`config.mk`:
```
export PLATFORM = sky130hd
export DESIGN_NAME = decode_issue_stage
export DESIGN_NICKNAME = d
export VERILOG_FILES = /design/src/rtl/risc16_pkg.sv /design/src/rtl/reg_scoreboard.sv /design/src/rtl/decode_issue_stage.sv
export SDC_FILE = /design/constraint.sdc
export NUM_CORES = 1
export LEC_CHECK = 0
export ABC_CLOCK_PERIOD_IN_PS = 4200
export BUFFER_PORTS_ARGS = -buffer_cell sky130_fd_sc_hd__clkbuf_2
export CORE_MARGIN = 2
export CORE_UTILIZATION = 50
export DETAILED_ROUTE_END_ITERATION = 7
export PLACE_DENSITY_LB_ADDON = 0.05
export SYNTH_ARGS = -nofsm -noshare
export SYNTH_HDL_FRONTEND = slang
export SYNTH_SLANG_ARGS = --single-unit
```
`constraint.sdc`:
```
create_clock -name clk -period 4.2 [get_ports clk]
set_input_delay 0.42 -clock clk [delete_from_list [all_inputs] [get_ports clk]]
set_output_delay 0.42 -clock clk [all_outputs]
set_load 0.1 [all_outputs]
```
`src/rtl/risc16_pkg.sv`:
```
// Shared ISA definitions for the 16-bit RISC core: field layout, opcode
// classes, the ID/EX payload and small decode helpers.
package risc16_pkg;

  localparam int unsigned DATA_W   = 16;
  localparam int unsigned REG_AW   = 4;
  localparam int unsigned NUM_REGS = 16;
  localparam int unsigned OP_W     = 4;
  localparam int unsigned IMM_W    = 4;

  localparam int unsigned OP_LSB  = 12;
  localparam int unsigned RD_LSB  = 8;
  localparam int unsigned RS1_LSB = 4;
  localparam int unsigned RS2_LSB = 0;

  // Class boundaries: 0 NOP, 1..7 R, 8..11 I, 12..15 S
  localparam logic [OP_W-1:0] OP_NOP    = 4'h0;
  localparam logic [OP_W-1:0] OP_R_LAST = 4'h7;
  localparam logic [OP_W-1:0] OP_I_LAST = 4'hB;

  typedef enum logic [1:0] {
    CLS_NOP = 2'd0,
    CLS_R   = 2'd1,
    CLS_I   = 2'd2,
    CLS_S   = 2'd3
  } op_class_e;

  typedef struct packed {
    logic [OP_W-1:0]   opcode;
    logic [REG_AW-1:0] rd;
    logic              wr_en;
    logic [DATA_W-1:0] op_a;
    logic [DATA_W-1:0] op_b;
  } id_ex_t;

  function automatic op_class_e op_class(input logic [OP_W-1:0] op);
    if (op == OP_NOP)         return CLS_NOP;
    else if (op <= OP_R_LAST) return CLS_R;
    else if (op <= OP_I_LAST) return CLS_I;
    else                      return CLS_S;
  endfunction

  function automatic logic reads_rs1(input op_class_e cls);
    return cls != CLS_NOP;
  endfunction

  function automatic logic reads_rs2_field(input op_class_e cls);
    return cls == CLS_R;
  endfunction

  function automatic logic reads_rd_field(input op_class_e cls);
    return cls == CLS_S;
  endfunction

  function automatic logic writes_rd(input op_class_e cls);
    return (cls == CLS_R) || (cls == CLS_I);
  endfunction

  function automatic logic [DATA_W-1:0] sext_imm4(input logic [IMM_W-1:0] imm);
    return {{(DATA_W-IMM_W){imm[IMM_W-1]}}, imm};
  endfunction

endpackage

```
`src/rtl/reg_scoreboard.sv`:
```
// Per-register pending-write scoreboard with set-wins priority and three
// combinational lookup ports.
module reg_scoreboard
  import risc16_pkg::*;
(
  input  logic                clk,
  input  logic                rst,
  input  logic                set_en,
  input  logic [REG_AW-1:0]   set_addr,
  input  logic                clr_en,
  input  logic [REG_AW-1:0]   clr_addr,
  input  logic [REG_AW-1:0]   look_a,
  input  logic [REG_AW-1:0]   look_b,
  input  logic [REG_AW-1:0]   look_c,
  output logic [NUM_REGS-1:0] busy,
  output logic                hit_a_c,
  output logic                hit_b_c,
  output logic                hit_c_c
);

  logic [NUM_REGS-1:0] busy_d;

  // Clear first so a same-cycle set on the same register wins
  always_comb begin
    busy_d = busy;
    if (clr_en) busy_d[clr_addr] = 1'b0;
    if (set_en) busy_d[set_addr] = 1'b1;
  end

  always_ff @(posedge clk) begin
    if (rst) busy <= '0;
    else     busy <= busy_d;
  end

  assign hit_a_c = busy[look_a];
  assign hit_b_c = busy[look_b];
  assign hit_c_c = busy[look_c];

endmodule

```
`src/rtl/decode_issue_stage.sv`:
```
// Decode/issue stage: decodes the fetched word, drives RF read addresses,
// stalls on scoreboard hazards and loads the ID/EX pipeline register.
module decode_issue_stage
  import risc16_pkg::*;
(
  input  logic                clk,
  input  logic                rst,
  input  logic                if_valid,
  input  logic [DATA_W-1:0]   if_instr,
  output logic                if_ready,
  output logic [REG_AW-1:0]   rf_read_add_1,
  output logic [REG_AW-1:0]   rf_read_add_2,
  input  logic [DATA_W-1:0]   rf_read_data_1,
  input  logic [DATA_W-1:0]   rf_read_data_2,
  input  logic                wb_valid,
  input  logic [REG_AW-1:0]   wb_rd,
  output logic                ex_valid,
  input  logic                ex_ready,
  output logic [OP_W-1:0]     ex_opcode,
  output logic [REG_AW-1:0]   ex_rd,
  output logic                ex_wr_en,
  output logic [DATA_W-1:0]   ex_op_a,
  output logic [DATA_W-1:0]   ex_op_b,
  output logic [NUM_REGS-1:0] busy
);

  logic [OP_W-1:0]   opcode;
  logic [REG_AW-1:0] rd;
  logic [REG_AW-1:0] rs1;
  logic [REG_AW-1:0] rs2;
  op_class_e         cls;
  logic              hit_rs1;
  logic              hit_rs2;
  logic              hit_rd;
  logic              hazard;
  logic              transfer;
  logic              sb_set;
  id_ex_t            id_ex_d;
  id_ex_t            id_ex_q;

  assign opcode = if_instr[OP_LSB  +: OP_W];
  assign rd     = if_instr[RD_LSB  +: REG_AW];
  assign rs1    = if_instr[RS1_LSB +: REG_AW];
  assign rs2    = if_instr[RS2_LSB +: REG_AW];
  assign cls    = op_class(opcode);

  assign rf_read_add_1 = rs1;

  // Second read port carries rs2 for R-type and the rd field for stores
  always_comb begin
    rf_read_add_2 = '0;
    if (reads_rs2_field(cls))     rf_read_add_2 = rs2;
    else if (reads_rd_field(cls)) rf_read_add_2 = rd;
  end

  // The rd lookup covers both the S-type data read and the WAW check
  assign hazard = if_valid &&
                  ((reads_rs1(cls) && hit_rs1) ||
                   (reads_rs2_field(cls) && hit_rs2) ||
                   ((reads_rd_field(cls) || writes_rd(cls)) && hit_rd));

  assign if_ready = !rst && !hazard && (!ex_valid || ex_ready);
  assign transfer = if_valid && if_ready;
  assign sb_set   = transfer && writes_rd(cls);

  reg_scoreboard u_scoreboard (
    .clk      (clk),
    .rst      (rst),
    .set_en   (sb_set),
    .set_addr (rd),
    .clr_en   (wb_valid),
    .clr_addr (wb_rd),
    .look_a   (rs1),
    .look_b   (rs2),
    .look_c   (rd),
    .busy     (busy),
    .hit_a_c  (hit_rs1),
    .hit_b_c  (hit_rs2),
    .hit_c_c  (hit_rd)
  );

  always_comb begin
    id_ex_d        = '0;
    id_ex_d.opcode = opcode;
    id_ex_d.rd     = rd;
    id_ex_d.wr_en  = writes_rd(cls);
    unique case (cls)
      CLS_R, CLS_S: begin
        id_ex_d.op_a = rf_read_data_1;
        id_ex_d.op_b = rf_read_data_2;
      end
      CLS_I: begin
        id_ex_d.op_a = rf_read_data_1;
        id_ex_d.op_b = sext_imm4(if_instr[RS2_LSB +: IMM_W]);
      end
      default: begin
        id_ex_d.op_a = '0;
        id_ex_d.op_b = '0;
      end
    endcase
  end

  // ID/EX register: payload holds unless a new instruction transfers in
  always_ff @(posedge clk) begin
    if (rst) begin
      id_ex_q  <= '0;
      ex_valid <= 1'b0;
    end else if (transfer) begin
      id_ex_q  <= id_ex_d;
      ex_valid <= 1'b1;
    end else if (ex_ready) begin
      ex_valid <= 1'b0;
    end
  end

  assign ex_opcode = id_ex_q.opcode;
  assign ex_rd     = id_ex_q.rd;
  assign ex_wr_en  = id_ex_q.wr_en;
  assign ex_op_a   = id_ex_q.op_a;
  assign ex_op_b   = id_ex_q.op_b;

endmodule
```
[Word-level counts from Yosys, hierarchy flattened]
Cells that the tools add are included.
Word-level totals
  latch bits: 0
  memories: 0
  bits in writable memories: 0
  bits in registers: 58
  output and inout port bits: 67
  memory bits (read-only): 0
  input port bits: 57
  logic and storage cells: 63
Cells by class
  $add $sub $neg: 0
  div/mod/pow operators: 0
  reduce and logical (&&, ||, !) cells: 22
  magnitude comparators: 8
  equal/unequal tests: 3
  muxes and demuxes: 20
  shift operators: 0
  multipliers: 0
  bitwise gates (word level): 3
Operators by type and width (number)
  $pmux 32 s2: 1
  $mux 16: 2
  $lt 4x5->1 const B: 4
  $and 16x16->16: 1
  $not 16->16: 1
  $or 16x16->16: 1
  $bmux 1 s4: 3
  $logic_and 1x1->1: 10
  $demux 1 s4: 2
  $ge 4x1->1 const B: 2
  $mux 1: 8
  $mux 4: 2
  $logic_or 1x1->1: 5
  $eq 2x2->1 const B: 2
  $le 4x3->1 const B: 1
  $le 4x4->1 const B: 1
  $logic_not 4->1: 1
  $mux 2: 2
  $reduce_bool 2->1: 2
  $logic_not 1->1: 3
  $eq 2x1->1 const B: 1
  $reduce_or 2->1: 1

[Logic depth before layout (Yosys ltp)]
Gate-level depths: netlist of the first run.
  depth in word-level cells: 16
  gate-level depth with buffers: 9
  depth with buffers taken out: 6

[Cells and area by module]
From an unflattened synthesis of the first run, not the netlist that was laid out.
Unflattened totals
  cells, all modules: 327
  area total of the unflattened synthesis: 2932.8 µm²
Modules (own cells, without submodules)
  decode_issue_stage: sequential area each 840.8 µm², area each 1848.0 µm², cells each 223, instances 1
  reg_scoreboard: sequential area each 320.3 µm², area each 1084.8 µm², cells each 104, instances 1

[Least setup slack after synthesis of the first run]
OpenSTA, ideal clock, no wires.
  kind: register to output
  from: reg u_scoreboard.busy[1]
  to: out if_ready
  path slack: 0.159 ns
  cell stages (with the launch flop): 8
  buffers on the path: 1
  data required time: 3.780 ns
  arrival: 3.621 ns
  cells stage by stage: dfxtp_1 mux2_4 a32o_1 nor4_4 a31o_2 nand2_2 buf_6 a21boi_1
Between the ends
  word-level cells in the longest chain between the ends: 9
  elaborated cells between the ends (all ways): 15
  those cells by class: mux (6); reduce/logical (9)
RTL lines
  start, declared: RTL line reg_scoreboard.sv:15  | output logic [NUM_REGS-1:0] busy,
  start signal, assigned: RTL line reg_scoreboard.sv:32  | else busy <= busy_d;
  $bmux 1 s4, on equally long branches: RTL line reg_scoreboard.sv:35, reg_scoreboard.sv:36
  $mux 1, on equally long branches: RTL line reg_scoreboard.sv:35, reg_scoreboard.sv:36
  $logic_and 1x1->1, on equally long branches: RTL line decode_issue_stage.sv:58, decode_issue_stage.sv:59
  $logic_or 1x1->1: RTL line decode_issue_stage.sv:58  | ((reads_rs1(cls) && hit_rs1) ||
  $logic_or 1x1->1 *: RTL line decode_issue_stage.sv:59  | (reads_rs2_field(cls) && hit_rs2) ||
  $logic_and 1x1->1 *: RTL line decode_issue_stage.sv:57  | assign hazard = if_valid &&
  $logic_not 1->1 *: RTL line decode_issue_stage.sv:62  | assign if_ready = !rst && !hazard && (!ex_valid || ex_ready);
  $logic_and 1x1->1 * (2 in a row): RTL line decode_issue_stage.sv:62
  end, declared: RTL line decode_issue_stage.sv:10  | output logic if_ready,
Mark *: on every way between the ends. The rest lies on a longest branch, timed or not. The select of a mux whose other input is x is not followed.

[Final worst setup path of the first run]
  from: in if_instr[9]
  to: out if_ready
Between the ends
  word-level cells in the longest chain between the ends: 8
RTL lines
  start, declared: RTL line decode_issue_stage.sv:9  | input logic [DATA_W-1:0] if_instr,
  $bmux 1 s4: RTL line reg_scoreboard.sv:37  | assign hit_c_c = busy[look_c];
  $mux 1 (not written as such): RTL line reg_scoreboard.sv:37
  $logic_and 1x1->1: RTL line decode_issue_stage.sv:60  | ((reads_rd_field(cls) || writes_rd(cls)) && hit_rd));
  $logic_or 1x1->1: RTL line decode_issue_stage.sv:59
  $logic_and 1x1->1: RTL line decode_issue_stage.sv:57
  $logic_not 1->1: RTL line decode_issue_stage.sv:62
  $logic_and 1x1->1 (2 in a row): RTL line decode_issue_stage.sv:62
No other way between the ends. The select of a mux whose other input is x is not followed.

==> flow_summary_export.csv, run 1 <==
group,metric,value,unit
synthesis,synth_cell_types,45,
critical_path,cp_max_fo,17,
clocking,cts_tree,"yes",
critical_path,crit_slowest_cell,"clkbuf_2",
drt,wl_per_cell,16.3,µm
clocking,clk_pin_slew,70,ps
grt,grtUsageMet3,0.0487,
critical_path,crit_type,"input port to output port",
die,rows,28,
die,die_area,0.00693,mm²
pwr,vdd.ir_drop.worst,261,µV
grt,met1_usage,0.343,
critical_path,max_stage_delay,480,ps
grt,grt_max_degree,47,
grt,busiest_layer,"met2",
synthesis,synth.largest_area_cell,"dfxtp_1",
critical_path,worstPathArrival,3090,ps
critical_path,path_cells,"clkbuf_2, mux2_4, a32o_1, nor4_4, a31o_2, nand2_2, a21boi_1, clkbuf_2",
clocking,clock-sinks,58,
critical_path,endpoint_kind,"output port",
timing,setup-tns-final,0,ps
clocking,clock_latency,340,ps
finish,syn2layout_area_growth,22.9,%
clocking,cts_resized,0,
timing,max_slew_margin,0.441,
drt,drt-initial-drc-count,271,
die,die_w,83.3,µm
synthesis,syn_avg_cell_area,9.08,µm²
finish,layout.nets,508,
timing,min_period_over_period,0.836,
synthesis,synth_top_area_frac,0.370,
grt,overflow,0,
timing,clock_skew,12.4,ps
clocking,cts_root_buf,"clkbuf_8",
finish,drive_above_1_share,0.342,
placed_design,gp_congestion,0.898,
synthesis,synth_edf_count,0,
critical_path,critPathBufInv,2,
finish,fin_util,0.644,
synthesis,synth_area_leaders,"dfxtp_1 37%, mux2i_1 14%, nand2_1 6.7%, a21oi_1 4.3%, o31ai_1 3.8%",
die,die_h,83.3,µm
finish,final_cell_mix,"123 x clkbuf_2, 58 x dfxtp_1, 56 x nand2_1",
placed_design,dp_slack,682,ps
timing,setup-violations-final,0,
clocking,cts_setup_buffers,0,
pwr,power_density,403,mW/mm²
flow_run,cap_viol_max_count,0,
finish,insertedDiodeCount,0,
clocking,cts_inserted_buffers,9,
finish,final_common_cell,"clkbuf_2",
drt,routed_via_density,5.86,
critical_path,start_kind,"input port",
synthesis,synth-seq-area-share,0.370,
drt,drt_pass1_iterations,5,
drt,vias,3114,
drt,routed_wl,8.64,mm
synthesis,yosysWarnings,0,
synthesis,synth_nets,403,
placed_design,port_buffers,123,
timing,fin_crit,3510,ps
grt,grt_first_pass_wirelength,13.9,mm
clocking,cts_max_path_buffers,2,
grt,use_met2,0.373,
timing,max_clock_freq,285,MHz
synthesis,syn_area,0.00314,mm²
synthesis,synth_seq_cells,58,
critical_path,cpMostUsedCell,"clkbuf_2",
critical_path,required,3780,ps
die,ioPinCount,124,
timing,hold_viol_final,0,
drt,post-route-drc-count,0,
synthesis,async_reset_ff_frac,0,
grt,antenna_found_initial,0,
critical_path,critical-path-top-delay-family,"compound AO/OA/AOI/OAI gates",
drt,antenna_left,0,
die,start_util,0.524,
min_path,worstHoldPathType,"input port to flip-flop",
timing,tightest_slew,835,ps
die,core,0.00599,mm²
grt,grt_pass1_vias,2808,
synthesis,ys.flop_type,"dfxtp_1",
placed_design,dp_hpwl,6.16,mm
pwr,p_leak,1.67,nW
timing,layout_setup_ws,690,ps
grt,grt_use_total,0.248,
timing,whs,301,ps
clocking,htree_num_levels,3,
synthesis,synthesis.instances,346,
clocking,cts_hold_buf,0,
timing,drv_slew,0,
status,status,"completed",
timing,rsz0062_at_grt,"false",
## path summary, 6_finish.rpt
check	from	to	slack, ps	depth (start not counted)
worst max-delay path	if_instr[9]	if_ready	690	8
worst min-delay path	rf_read_data_1[7]	ex_op_a[7]	300	3
worst max register to register	u_scoreboard.busy[15]	ex_op_a[9]	1600	6
worst min register to register	ex_op_a[7]	ex_op_a[7]	460	2
## sequential cells by signal, indices dropped and copies added (netlist names)
signal             cells
ex_wr_en               1
u_scoreboard.busy     16
ex_op_b               16
ex_op_a               16
ex_valid               1
ex_rd                  4
ex_opcode              4
## per-stage QoR
stage	instances	instance area [µm²]	total power [W]
6_report	531	3860	0.00156
2_1_floorplan	346	3140	0.000962
4_1_cts	531	3860	0.00156
3_3_place_gp	515	3650	0.00103
3_5_place_dp	515	3650	0.00103
5_1_grt	531	3860	0.00161
## synth_stat cells, types with 4 or more instances
library cell   n
dfxtp_1       58
buf_4          6
clkbuf_1      13
mux2i_1       44
buf_2          7
o21ai_0       12
nand3b_1       7
nand3_1       19
o311ai_0       8
nand2_1       56
o211ai_1       8
mux4_2         5
and3_1         4
a21oi_1       27
o31ai_1       16
nor4_1         4
nor2_1         7
## cells by family (layout without fill, tap and decap cells)
logic type / Yosys count / after routing / synth area share
AO/OA/AOI/OAI: 82 / 82 / 0.174
multiplexers: 51 / 51 / 0.184
flip-flops: 58 / 58 / 0.370
AND/OR/NAND/NOR: 121 / 121 / 0.201
buffers and inverters: 34 / 144 / 0.0709
## report_power, final
part,total [W],leakage (nW),switching (W),internal [W]
registers,0.000592,0.473,0.0000148,0.000578
clock network,0.000533,0.0986,0.000227,0.000305
logic,0.000432,1.10,0.000347,0.0000847
## tightest hold or removal path, cell delays in order
cell and delay, ps:
clkbuf_2 80, nand2_1 40, mux2i_1 50
## final cells by class
| class | count | area (µm²) |
|---|---|---|
| clock inverter | 4 | 50.0 |
| multi-input combinational | 254 | 1760 |
| timing repair buffer | 125 | 631 |
| fill | 542 | 2130 |
| tap | 75 | 93.8 |
| inverter | 3 | 11.3 |
| sequential | 58 | 1160 |
| clock buffer | 12 | 155 |
## per-layer routing
layer  up-vias  part of all wire  wire length, µm
met5         -                 0                0
met1      1450              0.45             3850
li1       1487                 -                -
met3        26             0.072              626
met4         0             0.025              212
met2       151              0.46             3950
No activity file was read; power rests on OpenSTA's default activity.
==> run 2, diff against run 1 <==
ABC_AREA = 1   (was not set)
ABC_CLOCK_PERIOD_IN_PS = 3200   (was 4200)
CORE_UTILIZATION = 44   (was 50)
clock period = 3.2 ns   (was 4.2 ns; I/O delays follow)
==> run 2 against run 1 <==
  * Combinational power about the same
  * Via count up 15%
  * Clock skew down 6.2 ps
  * Global-route usage up 0.49 points
  * Register-to-register slack worse by 570 ps
  * Highest routed layer unchanged
==> flow_summary_export.csv, run 2 <==
group,metric,value,unit
critical_path,crit_type,"flip-flop to output port",
drt,wl_per_cell,14.3,µm
die,die_area,0.00789,mm²
timing,tightest_slew,723,ps
synthesis,synth_area_leaders,"dfxtp_1 37%, nand2_1 20%, nand3_1 12%, a21oi_1 9.3%, inv_1 4.5%",
finish,insertedDiodeCount,0,
drt,antenna_left,0,
flow_run,cap_viol_max_count,0,
die,core,0.00687,mm²
synthesis,async_reset_ff_frac,0,
finish,fillers,715,
timing,fin_crit,2200,ps
synthesis,synth_top_area_frac,0.367,
placed_design,port_buffers,123,
status,status,"completed",
placed_design,dp_hpwl,7.01,mm
die,ioPinCount,124,
critical_path,required,2880,ps
critical_path,cp_max_fo,5,
die,die_w,88.8,µm
synthesis,synth_top_family_by_area,"simple AND/OR/NAND/NOR gates",
drt,post-route-drc-count,0,
clocking,clock_latency,330,ps
synthesis,synthSimpleGateAreaFrac,0.386,
critical_path,start_kind,"flip-flop",
critical_path,crit_slowest_cell,"dfxtp_1",
timing,max_clock_freq,454,MHz
critical_path,critPathBufInv,2,
critical_path,critical-path-top-delay-family,"simple AND/OR/NAND/NOR gates",
synthesis,syn_avg_cell_area,6.42,µm²
critical_path,endpoint_kind,"output port",
synthesis,synth_mux_area_frac,0,
drt,vias,3571,
finish,fin_util,0.576,
clocking,cts_tree,"yes",
synthesis,synth-adder-area-share,0,
synthesis,synth_cell_types,19,
synthesis,synth_nets,550,
clocking,cts_root_buf,"clkbuf_8",
synthesis,synthXorXnorAreaFrac,0,
finish,syn2layout_area_growth,24.9,%
synthesis,synth_common_cells,"167 x nand2_1, 73 x nand3_1, 59 x a21oi_1",
synthesis,ys.flop_type,"dfxtp_1",
clocking,cts_setup_buffers,0,
timing,clock_skew,6.19,ps
timing,rsz0062_at_grt,"false",
synthesis,synthesis.instances,493,
min_path,worstHoldPathType,"input port to flip-flop",
synthesis,syn_area,0.00317,mm²
grt,grt_pass1_vias,3194,
synthesis,synth_seq_cells,58,
finish,fin_cells,698,
pwr,power_density,474,mW/mm²
pwr,vdd.ir_drop.worst,289,µV
clocking,clock-sinks,58,
timing,max_slew_margin,0.517,
finish,final_cell_mix,"167 x nand2_1, 122 x clkbuf_2, 73 x nand3_1",
drt,routed_wl,9.95,mm
clocking,cts_resized,0,
clocking,clk_pin_slew,70,ps
placed_design,gp_congestion,1.07,
critical_path,cpMostUsedCell,"nand2_1",
clocking,cts_hold_buf,0,
synthesis,synth.largest_area_cell,"dfxtp_1",
finish,multi_input_area,0.00165,mm²
clocking,cts_inserted_buffers,9,
timing,hold_viol_final,0,
timing,drv_slew,0,
grt,antenna_found_initial,0,
critical_path,worstPathArrival,1880,ps
finish,drive_above_1_share,0.264,
grt,grt_max_degree,59,
timing,whs,230,ps
synthesis,synth-seq-area-share,0.367,
synthesis,synth_edf_count,0,
pwr,p_leak,1.83,nW
timing,setup-tns-final,0,ps
critical_path,path_cells,"inv_1, nand2_1, nand2_1, nand2_1, nand2_1, nand2_1, nand2_1, nor2_1, nand2_1, nand3_2, a21oi_1, buf_12",
clocking,htree_num_levels,3,
finish,regArea,0.00116,mm²
synthesis,synth_compound_area_frac,0.134,
synthesis,synth.most_common_cell,"nand2_1",
die,rows,30,
drt,drt-initial-drc-count,315,
drt,routed_via_density,5.12,
grt,grt_first_pass_wirelength,15.3,mm
finish,final_common_cell,"nand2_1",
grt,grt_use_total,0.253,
die,die_h,88.8,µm
critical_path,max_stage_delay,390,ps
placed_design,placedCellCount,683,
grt,overflow,0,
die,start_util,0.461,
timing,setup-violations-final,0,
clocking,cts_max_path_buffers,2,
finish,layout.nets,655,
timing,min_period_over_period,0.688,
synthesis,yosysWarnings,0,
drt,drt_pass1_iterations,5,
-- run 2: changes by cell type after synthesis, sizes merged, moves of 6 or more --
cell / delta
o311ai: -8
nand3b: -6
inv: +40
nand2: +108
o211ai: -8
nor2: +15
o31ai: -12
nand3: +65
a21oi: +32
mux2i: -44
-- run 2: through the flow --
| step | setup WS, ps | total power, W | cell area, µm² |
|---|---|---|---|
| after floorplan | 127 | 0.00110 | 3170 |
| after CTS | 1000 | 0.00189 | 3950 |
| after global routing | 776 | 0.00195 | 3950 |
| after global placement | 818 | 0.00119 | 3750 |
| final | 1000 | 0.00187 | 3950 |
| after detailed placement | 764 | 0.00119 | 3750 |
-- run 2: final timing paths --
kind	slack [ps]	start	endpoint	cells after the start
setup / recovery	1000	u_scoreboard.busy[15]	if_ready	12
hold / removal	230	rf_read_data_1[15]	ex_op_a[15]	3
setup reg to reg	1030	u_scoreboard.busy[14]	ex_op_a[0]	14
hold reg to reg	460	ex_op_b[13]	ex_op_b[13]	2
-- run 2: cells by family (layout without fill, tap and decap cells) --
group	Yosys count	count (layout)
flops	58	58
simple gates	277	277
buf+inv	76	185
compound gates	82	82
-- run 2: routing by layer --
metal | wire length [µm] | up-vias | global-route usage | part of all wire
met3 | 890 | 19 | 0.0849 | 0.089
met4 | 193 | 0 | 0.0813 | 0.019
li1 | - | 1807 | - | -
met1 | 4490 | 1595 | 0.353 | 0.45
met5 | 0 | - | 0 | 0
met2 | 4380 | 150 | 0.367 | 0.44
-- run 2: worst min-delay path: stages --
cell      delay, ps
clkbuf_2         80
nand3_2          60
a21oi_1          50
-- run 2: area by class of cell --
cell class	count	area share
multi-input combinational	359	0.416
sequential	58	0.294
timing repair buffer	127	0.167
clock buffer	13	0.0427
inverter	43	0.0408
tap	96	0.0304
clock inverter	2	0.00886
-- run 2: where the power goes --
part / switching, W / internal [W] / total, W
clock network: 0.000277 / 0.000418 / 0.000696
registers: 0.00000991 / 0.000739 / 0.000749
logic: 0.000337 / 0.0000916 / 0.000429
total: 0.000625 / 0.00125 / 0.00187
==> run 3, diff against run 2 <==
ABC_CLOCK_PERIOD_IN_PS = 2130   (was 3200)
CORE_UTILIZATION = 49   (was 44)
clock period = 2.13 ns   (was 3.2 ns; I/O delays follow)
==> run 3 against run 2 <==
  * Hold slack worse by 110 ps
  * First-iteration DRC count rose by 23%
  * Global-route usage is 2.1 points higher
  * Highest routed layer unchanged
==> flow_summary_export.csv, run 3 (synthesis gave the netlist of run 2 again) <==
group,metric,value,unit
finish,fillers,672,
grt,overflow,0,
timing,hold_viol_final,0,
critical_path,critPathBufInv,1,
pwr,vdd.ir_drop.worst,549,µV
finish,design_area,0.00398,mm²
critical_path,path_cells,"nand2_1, nand3_1, nand3_1, nand3_1, nand3_1, nand3_2, a21oi_4, buf_12",
drt,wl_met2,4.54,mm
timing,whs,120,ps
finish,final_cell_mix,"167 x nand2_1, 122 x clkbuf_2, 73 x nand3_1",
clocking,cts_inserted_buffers,9,
die,die_area,0.00712,mm²
critical_path,cpMostUsedCell,"nand3_1",
critical_path,max_stage_delay,360,ps
die,ioPinCount,124,
finish,final_common_cell,"nand2_1",
critical_path,start_kind,"flip-flop",
timing,drv_slew,0,
critical_path,crit_slowest_cell,"dfxtp_2",
placed_design,placedCellCount,667,
critical_path,worstReg2RegStart,"u_scoreboard.busy[14]",
timing,max_clock_freq,517,MHz
critical_path,cp_max_fo,5,
critical_path,crit_type,"flip-flop to output port",
drt,drt_pass1_iterations,5,
drt,wl_met3,788,µm
drt,routed.top_layer,"met4",
grt,grt_pass1_vias,3229,
placed_design,port_buffers,123,
timing,rsz0062_at_grt,"false",
clocking,cts_resized,0,
critical_path,startpoint,"u_scoreboard.busy[7]",
die,start_util,0.501,
clocking,htree_num_levels,3,
timing,tightest_slew,594,ps
placed_design,gp_congestion,1.00,
min_path,worstHoldPathType,"input port to flip-flop",
critical_path,r2r_end,"ex_op_b[8]",
drt,vias,3543,
clocking,cts_root_buf,"clkbuf_8",
drt,routed_wl,9.62,mm
critical_path,ff2ff_setup_slack,290,ps
status,status,"completed",
clocking,clock-sinks,58,
die,rows,29,
flow_run,cap_viol_max_count,0,
drt,wl_met1,4.10,mm
clocking,clk_pin_slew,70,ps
timing,max_slew_margin,0.604,
die,die_w,84.4,µm
drt,routed_via_density,5.20,
grt,grt_use_total,0.274,
grt,grt_first_pass_wirelength,15.7,mm
drt,drt-initial-drc-count,387,
grt,antenna_found_initial,0,
critical_path,endpoint_kind,"output port",
timing,clock_skew,7.35,ps
grt,grt_max_degree,59,
timing,fin_crit,1930,ps
clocking,clock_latency,340,ps
drt,wl_per_cell,14.1,µm
clocking,cts_max_path_buffers,2,
finish,layout.nets,658,
critical_path,cp-endpoint,"if_ready",
finish,insertedDiodeCount,0,
pwr,p_leak,1.85,nW
drt,antenna_left,0,
critical_path,crit_cells,8,
critical_path,worstPathArrival,1720,ps
clocking,cts_setup_buffers,0,
critical_path,required,1920,ps
timing,setup-violations-final,0,
finish,drive_above_1_share,0.298,
placed_design,dp_hpwl,6.87,mm
critical_path,reg2reg_depth,14,
pwr,power_density,691,mW/mm²
clocking,cts_hold_buf,0,
finish,syn2layout_area_growth,25.8,%
die,core,0.00631,mm²
placed_design,postPlaceCellArea,0.00380,mm²
critical_path,critical-path-top-delay-family,"simple AND/OR/NAND/NOR gates",
finish,fin_cells,682,
drt,post-route-drc-count,0,
clocking,cts_tree,"yes",
die,die_h,84.4,µm
timing,min_period_over_period,0.908,
run 3: power breakdown:
| group | total, W | switching (W) | internal [W] |
|---|---|---|---|
| sequential | 0.00113 | 0.0000147 | 0.00111 |
| clock | 0.000973 | 0.000442 | 0.000531 |
| combinational | 0.000655 | 0.000510 | 0.000146 |
| total | 0.00275 | 0.000966 | 0.00179 |
run 3: cell type report:
class                      count  area [µm²]  share of cell area
clock buffer                  10         128              0.0320
clock inverter                 5        56.3              0.0141
inverter                      43         161              0.0405
multi-input combinational    359        1660               0.418
sequential                    58        1180               0.297
tap                           77        96.3              0.0242
timing repair buffer         130         696               0.175
run 3: layer usage:
layer	vias to the layer above	track usage
li1	1814	-
met1	1568	0.357
met2	148	0.445
met3	13	0.0629
met4	0	0.0996
met5	-	0
run 3: worst min path at each step:
stage               slack, ps                from     endpoint  cells after the start
floorplan                 360  rf_read_data_1[15]  ex_op_a[15]                      2
global route              110   rf_read_data_1[7]   ex_op_a[7]                      3
detailed placement        450          ex_op_b[7]   ex_op_b[7]                      2
finish                    120  rf_read_data_1[15]  ex_op_a[15]                      3
global placement          450          ex_op_b[9]   ex_op_b[9]                      2
CTS                       100  rf_read_data_1[15]  ex_op_a[15]                      3
run 3: metrics by stage:
step	utilization	power (W)	setup WS (ps)	TNS, ps
after global routing	0.631	0.00286	37.5	0
after global placement	0.602	0.00180	189	0
after detailed placement	0.602	0.00180	124	0
final	0.631	0.00275	196	0
after CTS	0.631	0.00278	180	0
after floorplan	-	0.00165	-26.5	-79.6
run 3: tightest hold or removal path, delay by kind of cell:
family,cells,cell delay [ps]
buffers and inverters,1,90
AND/OR/NAND/NOR,1,60
AO/OA/AOI/OAI,1,50
